===== config.mk =====
export PLATFORM = sky130hd
export DESIGN_NAME = rdata_line_queue
export DESIGN_NICKNAME = d
export VERILOG_FILES = /design/src/rtl/rdata_line_queue.sv
export SDC_FILE = /design/constraint.sdc
export NUM_CORES = 1
export LEC_CHECK = 0
export BUFFER_PORTS_ARGS = -buffer_cell sky130_fd_sc_hd__buf_2
export CORE_ASPECT_RATIO = 1.75
export CORE_MARGIN = 2
export CORE_UTILIZATION = 59
export CTS_CLUSTER_SIZE = 28
export DETAILED_ROUTE_END_ITERATION = 7
export HOLD_SLACK_MARGIN = 0.06
export PLACE_DENSITY_LB_ADDON = 0.05
export SLEW_MARGIN = 20
export SYNTH_ARGS = -nofsm -noshare
export SYNTH_HDL_FRONTEND = slang
export SYNTH_SLANG_ARGS = --single-unit
export TNS_END_PERCENT = 50

===== constraint.sdc =====
create_clock -name clk -period 6.3 [get_ports clk]
set_clock_uncertainty 0.2 [all_clocks]
set_input_delay 0 -clock clk [delete_from_list [all_inputs] [get_ports clk]]
set_output_delay 0 -clock clk [all_outputs]
set_load 0.03 [all_outputs]

===== src/rtl/rdata_line_queue.sv =====
// Read-line queue: buffers 128-bit lines from the read manager and serialises them into
// 32-bit words for the CPU side. Optional sticky overflow flag under `RDQ_OVF_DETECT_EN.
module rdata_line_queue #(
   parameter int DEPTH = 4,
   parameter int AW    = 2
) (
   input  logic         clk,
   input  logic         rst_n,
   input  logic [127:0] rdat_m_data,
   input  logic         rdat_m_valid,
   input  logic         finish_mrd,
   output logic         rqfull_1,
   output logic         rd_word_valid,
   input  logic         rd_word_ready,
   output logic [31:0]  rd_word_data,
   output logic         rd_word_last,
   output logic         rd_line_done,
   output logic [7:0]   burst_done_cnt
`ifdef RDQ_OVF_DETECT_EN
   ,
   output logic         ovf_err
`endif
);

   localparam int CW = AW + 1;
   localparam logic [CW-1:0] FULL_CNT  = CW'(DEPTH);
   localparam logic [CW-1:0] AFULL_CNT = CW'(DEPTH - 1);

   logic [127:0]   mem_q [DEPTH];
   logic [AW-1:0]  wr_ptr_q, wr_ptr_d;
   logic [AW-1:0]  rd_ptr_q, rd_ptr_d;
   logic [CW-1:0]  count_q, count_d;
   logic [1:0]     word_sel_q, word_sel_d;
   logic           line_done_q;
   logic [7:0]     burst_cnt_q;

   logic           word_fire;
   logic           pop;
   logic           push_ok;
   logic [3:0][31:0] head_line;

   assign rd_word_valid = (count_q != '0);
   assign word_fire     = rd_word_valid & rd_word_ready;
   assign pop           = word_fire & (word_sel_q == 2'd3);

   // A pop in the same cycle frees the head slot, so a push into a full queue still lands.
   assign push_ok = rdat_m_valid & ((count_q != FULL_CNT) | pop);

   assign head_line    = mem_q[rd_ptr_q];
   assign rd_word_data = rd_word_valid ? head_line[word_sel_q] : 32'd0;
   assign rd_word_last = rd_word_valid & (word_sel_q == 2'd3);
   assign rqfull_1     = (count_q >= AFULL_CNT);
   assign rd_line_done   = line_done_q;
   assign burst_done_cnt = burst_cnt_q;

   // NOTE: every variable driven here gets a default first, so no path can infer a latch.
   always_comb begin
      wr_ptr_d   = wr_ptr_q;
      rd_ptr_d   = rd_ptr_q;
      word_sel_d = word_sel_q;
      count_d    = count_q;

      if (push_ok) begin
         wr_ptr_d = wr_ptr_q + 1'b1;
      end

      if (word_fire) begin
         word_sel_d = word_sel_q + 1'b1;
         if (pop) begin
            rd_ptr_d = rd_ptr_q + 1'b1;
         end
      end

      unique case ({push_ok, pop})
         2'b10:   count_d = count_q + 1'b1;
         2'b01:   count_d = count_q - 1'b1;
         default: count_d = count_q;
      endcase
   end

   // NOTE: state registers use non-blocking assignments so every flop samples pre-edge values.
   always_ff @(posedge clk or negedge rst_n) begin
      if (!rst_n) begin
         wr_ptr_q    <= '0;
         rd_ptr_q    <= '0;
         count_q     <= '0;
         word_sel_q  <= '0;
         line_done_q <= 1'b0;
      end else begin
         wr_ptr_q    <= wr_ptr_d;
         rd_ptr_q    <= rd_ptr_d;
         count_q     <= count_d;
         word_sel_q  <= word_sel_d;
         line_done_q <= pop;
      end
   end

   // NOTE: the line store is deliberately not reset; count gates every read, so stale data never escapes.
   always_ff @(posedge clk) begin
      if (push_ok) begin
         mem_q[wr_ptr_q] <= rdat_m_data;
      end
   end

   // Burst completions are counted independently of the data path and wrap at 8 bits.
   always_ff @(posedge clk or negedge rst_n) begin
      if (!rst_n) begin
         burst_cnt_q <= '0;
      end else if (finish_mrd) begin
         burst_cnt_q <= burst_cnt_q + 8'd1;
      end
   end

`ifdef RDQ_OVF_DETECT_EN
   logic ovf_err_q;

   always_ff @(posedge clk or negedge rst_n) begin
      if (!rst_n) begin
         ovf_err_q <= 1'b0;
      end else if (rdat_m_valid & ~push_ok) begin
         ovf_err_q <= 1'b1;
      end
   end

   assign ovf_err = ovf_err_q;
`endif

endmodule


-- Yosys cells after proc, flatten, opt, wreduce, memory -nomap -nowiden
Memories as Yosys holds them, arrays and structs flattened.
Index checks and enable logic that the tools add are counted.
- bits in registers: 18
- latch bits: 0
- RAM bits: 512
- memory bits (read-only): 0
- input bits: 133
- output and inout port bits: 44
- word-level logic and storage cells: 33
- memories kept: 1
- memory list (memory ; words ; bits a word ; read ports ; clocked after Yosys merged registers in ; write ports ; RTL line ; source):
    mem_q ; 4 ; 128 ; 1 ; 0 ; 1 ; 29 ; logic [127:0] mem_q [DEPTH];
- add/subtract/negate cells: 6
- multipliers: 0
- div/mod/pow operators: 0
- magnitude comparators: 2
- eq/ne operators: 4
- shifts and indexed selects: 0
- multiplexer cells: 6
- bitwise operators: 5
- reductions and logical operators: 3
- operators by type and width (kind ; number):
    binary-select mux 32 bit (select 2 bit) ; 1
    two-way mux 32 bit ; 2
    adder 8 x 1 -> 8 bit, second input constant ; 1
    adder 2 x 1 -> 2 bit, second input constant ; 3
    one-hot mux 3 bit (2 select lines) ; 1
    bitwise AND 1 bit ; 4
    == test 2 bit, second input constant ; 2
    adder 3 x 1 -> 3 bit, second input constant ; 1
    >= comparator 3 x 2 -> 1 bit, second input constant ; 1
    less-than comparator 2 x 3 -> 1 bit, second input constant ; 1
    != test 3 bit, second input constant ; 1
    nonzero test 3 bit ; 1
    subtractor 3 x 1 -> 3 bit, second input constant ; 1
    == test 2 x 1 -> 1 bit, second input constant ; 1
    two-way mux 1 bit ; 2
    AND reduction 2 bit ; 1
    nonzero test 2 bit ; 1
    OR 1 bit ; 1

-- Longest topological paths before layout
- word-level depth: 7
- depth in mapped cells: 10
- gate-level depth less buffers: 10

-- Worst setup path before layout
OpenSTA, ideal clock, no wires.
- path kind: reg-to-reg
- start point: register word_sel_q[1]
- end point: memory mem_q[0][0] (enable)
- library setup time: 502 ps
- arrival: 4106 ps
- data required time: 5598 ps
- path slack: 1492 ps
- stages on the path, launching flop included: 5
- cell sequence: dfrtp_1 ha_1 nand2_1 a41oi_1 and2_1
- longest elaborated chain between the ends: 6
- RTL lines (element ; RTL line ; source):
    from (decl) ; 33 ; logic [1:0] word_sel_q, word_sel_d;
    from (signal assigned) ; 93 ; word_sel_q <= word_sel_d;
    == test 2 bit ; 44 ; assign pop = word_fire & (word_sel_q == 2'd3);
    bitwise AND 1 bit ; 44 ;
    OR 1 bit ; 47 ; assign push_ok = rdat_m_valid & ((count_q != FULL_CNT) | pop);
    bitwise AND 1 bit ; 47 ;
    two-way mux 1 bit ; 100 ; if (push_ok) begin
    two-way mux 1 bit (implied by the code) ; 101 ; mem_q[wr_ptr_q] <= rdat_m_data;
    to (decl) ; 29 ;
No other way between the ends.

-- Final worst setup path
- start point: register word_sel_q[0]
- end point: memory mem_q[0][109] (enable)
The elaborated chain is that of the path after synthesis.

==> key figures <==
Power and ir drop
  • Leakage: 8.84 nW
  • Maximum vdd ir drop: 369 uV
  • Pwr/cell area: between 400 and 500 nW/um2

Routing
  • Drt wl/cell: 23.0 um
  • Final WL: ~41000 um
  • DRT iter0 DRCs: 796
  • Antenna-violating nets left: 0
  • Drt via density: 5.71
  • DR pass1 iterations: 4
  • Vias: 10290
  • DRC viols: 0

Setup path
  • Data required, critical path: 6310 ps
  • Worst Path Arrival: 3490 ps
  • CP top delay family: simple AND/OR/NAND/NOR gates
  • Largest stage delay, worst path: 860 ps
  • Cell Chain, Critical Path: ha_1 > nand2_1 > a41oi_1 > and2_4 > buf_12
  • Worst path slowest cell: and2_4
  • Crit path max fanout: 71
  • Crit path launch type: flip-flop
  • Flop-to-flop setup slack: 2810 ps
  • WS Path Type: reg -> reg
  • FF-to-FF path depth: 5
  • FF-to-FF End: mem_q[0][109]$_DFFE_PP_
  • Worst r2r src: word_sel_q[0]$_DFFE_PN0P_
  • Crit path buffers/inverters: 1
  • CP Capture Type: flip-flop

Logic synthesis
  • Post-Syn Instances: 861
  • Largest cells by area after synthesis: edfxtp_1, mux4_2, a22oi_1, dfrtp_1, nand2_1
  • Synth Cell Area: 20000 um2
  • Net Count, Synth: between 1000 and 1500
  • Post-synthesis average cell area: 23.3 um2
  • Most frequent cell after synthesis: edfxtp_1
  • Async SR Flop Fraction: 3.40%
  • Synth top area share: 76.7%
  • Sequential area share after synthesis: approximately 79%
  • Synth area leader: edfxtp_1
  • Commonest cells in the netlist: edfxtp_1, mux4_2, a22oi_1, nand2_1, clkbuf_1
  • Post-synth EDFFs: 512
  • Syn. warnings: 0
  • Unique masters post-synth: 31
  • Yosys reg bits: 530
  • Ys flop type: edfxtp_1

Min path
  • Worst min-delay path class: in -> reg
  • Hold Crit Start: rdat_m_data[31]
  • Hold endpoint: mem_q[3][31]$_DFFE_PP_
  • Hold path depth: 2

Clocking
  • CTS Root Cell: clkbuf_16
  • Clock slew at reported path FFs: 70 ps
  • H-tree depth: 2
  • CTS tree: built
  • Clock Latency Late Sink: between 500 and 600 ps
  • CTS Buf Count: 46
  • Maximum root-to-sink buffer count: 3
  • Post-CTS sizing: 0
  • Clock sinks: 530

Timing
  • Final hold vios: 0
  • Relative slew slack: between 20 and 25%
  • Worst Max-Slew Pin Slew: 1160 ps
  • # setup viols final: 0
  • Final min period: 3490 ps
  • Fin crit share: 55.3%
  • RSZ-0062 raised after global routing: no
  • Setup_tns: 0 ps
  • Slew Viols, Final: 0
  • F_max: 287 MHz

Finish
  • Total Nets Final: 1450
  • Share of cells above drive strength 1: around 30%
  • Layout Utilization: 75.9%
  • Area Growth Syn to Fin: 27.4%

Run
  • Max_cap viols: 0

Floorplanning
  • Die Area: 35500 um2
  • Number of cell rows: 89
  • Placeable Area: 33600 um2
  • Die H: 248 um
  • Initial Util: 59.6%
  • Die width: 143 um
  • I/O pin count: 177

Placement
  • Hpwl dp: 22200 um
  • Port bufs: between 150 and 200
  • GPL Wtd Cong: 0.717

Global route
  • Global-route wire length before repair: 63000 um
  • Pin count of the biggest net entering global routing: 81
  • Total global routing overflow: 0
  • Vias in the first global route: roughly 11000
  • Initial antenna violation count: 2
  • Total GRT Usage: 24.0%

Run status
  • Status: completed
## kinds of logic (layout without fill, tap and decap cells)
logic type | count (synthesis) | after routing | share of synthesized area, %
muxes | 131 | 131 | 14.6
DFF | 530 | 530 | 78.9
other | 0 | 2 | 0
xor gates and xnor gates | 14 | 14 | 0.612
buffers and inverters | 51 | 536 | 1.42
adders and majority gates | 8 | 8 | 0.537
and+or+nand+nor | 59 | 59 | 1.34
AOI/OAI and AO/OA | 68 | 68 | 2.53
## sequential cells by signal, indices dropped and copies added (netlist names)
| register | flops |
|---|---|
| burst_done_cnt | 8 |
| mem_q | 512 |
| rd_line_done | 1 |
| count_q | 3 |
| wr_ptr_q | 2 |
| word_sel_q | 2 |
| rd_ptr_q | 2 |
## cell usage in the layout (no fill, tap or decap), types with 8 or more instances in the layout
master,netlist,routed
edfxtp_1,512,512
dlygate4sd3_1,0,256
buf_2,6,176
mux4_2,124,124
a22oi_1,62,62
clkbuf_16,0,47
nand2_1,40,40
dfrtp_1,18,16
clkinv_2,0,14
clkinv_1,0,10
inv_1,8,8
xnor2_1,8,8
## layer usage
layer	global-route usage, %	vias up	share of wire (%)
li1	-	4557	-
met1	28.7	5361	37
met2	44.4	304	56
met3	3.57	68	4.8
met4	8.39	0	2.8
met5	0	-	0
## stage by stage
step                std cells  hold WS [ps]  total power [mW]  setup WS (ps)  instance area, um2
floorplan                 861          -496              7.66           1490               20000
global placement         1460          -238              8.64           2810               21400
detailed placement       1460          -232              8.68           2800               21400
CTS                      1801          60.8              11.7           2750               25500
global route             1803          71.1              12.1           2630               25500
finish                   1803          65.4              11.5           2810               25500
## what timing repair did
action / in CTS / in global routing
endpoints found under the hold margin: 548 / 0
buffers inserted: 0 / 0
hold buffers: 256 / 0
## power by group
group          leakage [nW]  switching (mW)  total (mW)  internal (mW)
registers              4.91           0.292        4.95           4.66
clock network         0.759            1.22        2.87           1.65
logic                  3.17            2.22        3.73           1.51
total                  8.84            3.73        11.5           7.81
## area by class of cell
| cell class | instances | area, um2 |
|---|---|---|
| flip-flops and latches | 530 | 15800 |
| clock buffers | 48 | 1180 |
| fillers | 1929 | 8100 |
| repair buffers | 443 | 3590 |
| clock inverters | 37 | 365 |
| inverters | 8 | 30.0 |
| multi-input cells | 280 | 3960 |
| diodes | 2 | 5.00 |
| well taps | 455 | 569 |
## worst max-delay path by stage
stage	depth (start not counted)	endpoint	startpoint
2_1_floorplan	4	mem_q[0][0]$_DFFE_PP_	word_sel_q[1]$_DFFE_PN0P_
3_3_place_gp	5	mem_q[0][77]$_DFFE_PP_	word_sel_q[0]$_DFFE_PN0P_
3_5_place_dp	5	mem_q[0][77]$_DFFE_PP_	word_sel_q[0]$_DFFE_PN0P_
4_1_cts	5	rd_word_data[2]	rd_ptr_q[0]$_DFFE_PN0P_
5_1_grt	5	mem_q[0][109]$_DFFE_PP_	word_sel_q[0]$_DFFE_PN0P_
6_report	5	mem_q[0][109]$_DFFE_PP_	word_sel_q[0]$_DFFE_PN0P_
Note: power is estimated with default switching activity, not from simulation.
